$ cat src/rtl/lfsr_checker_sat_counter.sv
// Saturating up-counter with synchronous clear (clear beats increment).
module sat_counter #(
    parameter int WIDTH = 16
) (
    input  logic             clk,
    input  logic             rst_n,
    input  logic             inc,
    input  logic             clr,
    output logic [WIDTH-1:0] count
);

    logic [WIDTH-1:0] count_q;
    logic [WIDTH-1:0] count_d;

    always_comb begin
        count_d = count_q;
        if (clr) begin
            count_d = '0;
        end else if (inc && (count_q != {WIDTH{1'b1}})) begin
            count_d = count_q + 1'b1;
        end
    end

    always_ff @(posedge clk or negedge rst_n) begin
        if (!rst_n) begin
            count_q <= '0;
        end else begin
            count_q <= count_d;
        end
    end

    assign count = count_q;

endmodule

$ cat config.mk
export PLATFORM = sky130hd
export DESIGN_NAME = sat_counter
export DESIGN_NICKNAME = d
export VERILOG_FILES = /design/src/rtl/lfsr_checker_sat_counter.sv
export SDC_FILE = /design/constraint.sdc
export NUM_CORES = 1
export LEC_CHECK = 0
export BUFFER_PORTS_ARGS = -buffer_cell sky130_fd_sc_hd__buf_4
export CORE_MARGIN = 2
export CORE_UTILIZATION = 40
export CTS_CLUSTER_DIAMETER = 120
export CTS_CLUSTER_SIZE = 40
export DETAILED_ROUTE_END_ITERATION = 10
export GPL_ROUTABILITY_DRIVEN = 0
export PLACE_DENSITY = 0.66
export SLEW_MARGIN = 20
export SYNTH_ARGS = -nofsm -noshare
export SYNTH_HDL_FRONTEND = slang
export SYNTH_SLANG_ARGS = --single-unit
export TNS_END_PERCENT = 10
$ cat constraint.sdc
create_clock -name clk -period 2.1 [get_ports clk]
set_input_delay 0.21 -clock clk [delete_from_list [all_inputs] [get_ports clk]]
set_output_delay 0.21 -clock clk [all_outputs]
set_load 0.02 [all_outputs]
======== After elaboration in Yosys (flattened, before gate mapping) ========
Index checks and enable logic that the tools add are counted.
operators by class
  eq/ne operators ......................... 1
  reduce and logical (&&, ||, !) cells .... 2
  multiplexer cells ....................... 2
  $add $sub $neg .......................... 1
operators by type and width
  cell                                           number
  two-way mux 16 bit                             2
  adder 16 x 1 -> 16 bit, second input constant  1
  != test 16 bit, second input constant          1
  nonzero test 2 bit                             1
  logical AND 1 bit                              1
storage, ports and cells
  output and inout bits ................... 16
  flip-flop bits (word level) ............. 16

======== Depth between registers and ports, before layout ========
  depth after elaboration ................. 4
  depth in mapped cells ................... 6

======== Least setup slack after synthesis ========
Ideal clock, no wire load.
  path kind ............................... reg2reg
  from .................................... register count_q[0] (netlist: count[0])
  to ...................................... register count_q[15] (netlist: count[15])
  path slack .............................. 0.217 ns
  cell stages (with the launch flop) ...... 6
  arrival ................................. 1.756 ns
  buffers on the path ..................... 0
  cells stage by stage .................... dfrtp_1 ha_1 nand4_2 nor4_4 nor4_1 mux2_1
between the ends
  word-level cells in the longest chain between the ends .. 3
RTL lines
  item                                                             RTL line  source
  start, declared                                                  12        logic [WIDTH-1:0] count_q;
  start signal, assigned                                           28        count_q <= count_d;
  adder 16 x 1 -> 16 bit / != test 16 bit (equally long branches)  20, 19
  two-way mux 16 bit / logical AND 1 bit (equally long branches)   19        end else if (inc && (count_q != {WIDTH{1'b1}})) begin
  two-way mux 16 bit / nonzero test 2 bit (equally long branches)  --
Several ways; a longest one is shown, not always the timed one. The select of a mux whose other input is x is not followed.
A chain may end at the register's enable or synchronous reset.

======== Worst setup path after layout ========
  from .................................... register count_q[0] (netlist: count[0])
  to ...................................... register count_q[3] (netlist: count[3])
The elaborated chain is that of the path after synthesis.

==> metrics <==
setup bufs post-CTS=0; Layout Nets=124; num rows=17; max reg flops=16; Synth async-reset ratio=100%; Pre-antenna DRT Iters=4; Inst Count DP=141; Post-Route WL=2150 um; CTS tree=done; Worst VDD drop=0.300 mV; Worst Max-Slew Pin Slew=0.566 ns; antenna violations before repair=0; share of cells above drive strength 1=27.4%; Wirelength per Cell=14.8 um; min Tclk post-route=around 1.9 ns; unrepaired setup endpoints after global routing=no; most common flop cell mapped by yosys=dfrtp_1; Ys Warns=0; Synth Register Bits=16; Initial Util=a little over two fifths; sequential share of the synthesized area=42.5%; Synth-to-Final Area Change=20.3%; status=complete, no violations; maxcap violations=0; Vias/cell=5.88; via count=853; commonest non-fill, non-tap cells in the layout=20 x buf_4, 16 x dfrtp_1, 11 x a21oi_1, 7 x o31ai_1; total congestion overflow=0; CTS H-tree lvls=1; worst skew pair latency=0.29 ns; fmax=between 500 and 600 MHz; area of the multi-input gates=~500 sq um; Final Util=roughly 51%; dpl cell area=between 1000 and 1500 sq um; final setup TNS=0 ns; ANT nets after route=0; Worst setup EP type=flop; max-slew violation count=0; clk sinks=16; Top Ports=20; worst relative slew slack=a little over 60%; Req. time, crit path=2.31 ns; CP Max Fanout=13; Num CTS Buffers=3; synthesized net count=103; EDFF count, synth=0; Die W=52.5 um; vias in the first global route=782; # hold bufs at CTS=1; total core area=2210 sq um; Syn Area/Cell=9.61 sq um; clock root buffer master=clkbuf_4; Reg area=400 sq um; Mapped Cells=98; GRT Overall Usage=18.4%; DRT iter0 DRCs=18; leading cell type in the layout, fill and taps excluded=buf_4; critical path arrival=2.15 ns; post-synth cell types=28; PortBufs=19; Mapped Area=942 sq um; Hold Path Class=in -> reg; Cell Pwr Density=457 nW/um^2; Tcrit/Tclk final=92.2%; CP startpoint kind=flop; skew final=0.00836 ns; final setup vio count=0; Die H=52.5 um; largest net degree at the start of global routing=23; diode count=0; first-pass GRT wire length=3710 um; CTS clk-pin slew, worst paths=0.10 ns; final hold vios=0; leakage power=0.000496 uW; post-cts resize count=0; maximum buffer depth of the clock tree=2; full die area=about 2800 sq um; post-detail-place hpwl=approximately 1500 um; cell area after layout=1130 sq um; filler-free cell count of the finished design=145; filler instances=214; WS Path Type=reg -> reg; DRC viols=0
Yosys cell counts, drive strengths merged (2+ instances only):
| cell type | count | share of area (%) |
|---|---|---|
| mux2 | 4 | 4.8 |
| nor2b | 4 | 2.7 |
| nand4 | 7 | 5.3 |
| o21ai | 4 | 2.1 |
| nand3 | 3 | 1.6 |
| dfrtp | 16 | 42 |
| inv | 3 | 1.2 |
| and3 | 2 | 1.3 |
| a21oi | 11 | 5.8 |
| or3 | 3 | 2.1 |
| nand2 | 6 | 2.4 |
| o31ai | 7 | 5.6 |
| and4 | 2 | 2.1 |
| nor4 | 5 | 4.9 |
| clkbuf | 4 | 1.6 |
| nor2 | 4 | 1.6 |
| or4 | 7 | 5.8 |
final timing paths:
check                                from   endpoint  slack [ns]  cells after the start
worst min-delay path                  inc   count[1]        0.22                      3
worst max-delay path             count[0]   count[3]        0.16                      6
min in group asynchronous           rst_n  count[11]        0.31                      2
max in group asynchronous           rst_n   count[0]        1.60                      2
worst max register to register   count[0]   count[3]        0.16                      6
worst min register to register  count[14]  count[14]        0.61                      2
critical path: stages, from the launching register on:
cell	delay, ns
dfrtp_1	0.45
ha_1	0.27
nand4_2	0.13
nor4_4	0.07
buf_4	0.18
or4_2	0.60
a21oi_1	0.16
cells by family (layout without fill, tap and decap cells):
kind of cell | after synthesis | in the layout | synth area share [%]
mux | 4 | 4 | 4.78
simple gates | 45 | 45 | 31.2
fa+ha+maj | 1 | 1 | 1.33
compound gates | 24 | 24 | 16.2
buf+inv | 8 | 27 | 3.98
flops | 16 | 16 | 42.5
where the power goes:
part	switching, uW	internal [uW]
clock	95.9	66.6
combinational	27.1	13.4
sequential	4.13	311
routing by layer:
metal	global-route usage, %	up-vias	wire (um)
li1	-	418	-
met3	3.71	7	98
met5	0	-	0
met4	9.83	0	57
met1	24.1	403	1000
met2	28.1	25	992
per-stage QoR:
| step | setup WS [ns] | hold WS (ns) | total power (uW) |
|---|---|---|---|
| after floorplan | 0.217 | -0.0856 | 341 |
| after global placement | 0.258 | 0.0834 | 359 |
| after detailed placement | 0.196 | 0.0854 | 361 |
| after CTS | 0.170 | 0.210 | 523 |
| after global routing | 0.0143 | 0.217 | 548 |
| final | 0.164 | 0.216 | 518 |
final cells by class:
| class | instances | share of cell area, % |
|---|---|---|
| sequential | 16 | 35.3 |
| timing repair buffer | 21 | 14.1 |
| inverter | 3 | 0.993 |
| multi-input combinational | 74 | 44.5 |
| tap | 28 | 3.09 |
| clock buffer | 3 | 1.99 |
No activity file was read; power rests on OpenSTA's default activity.
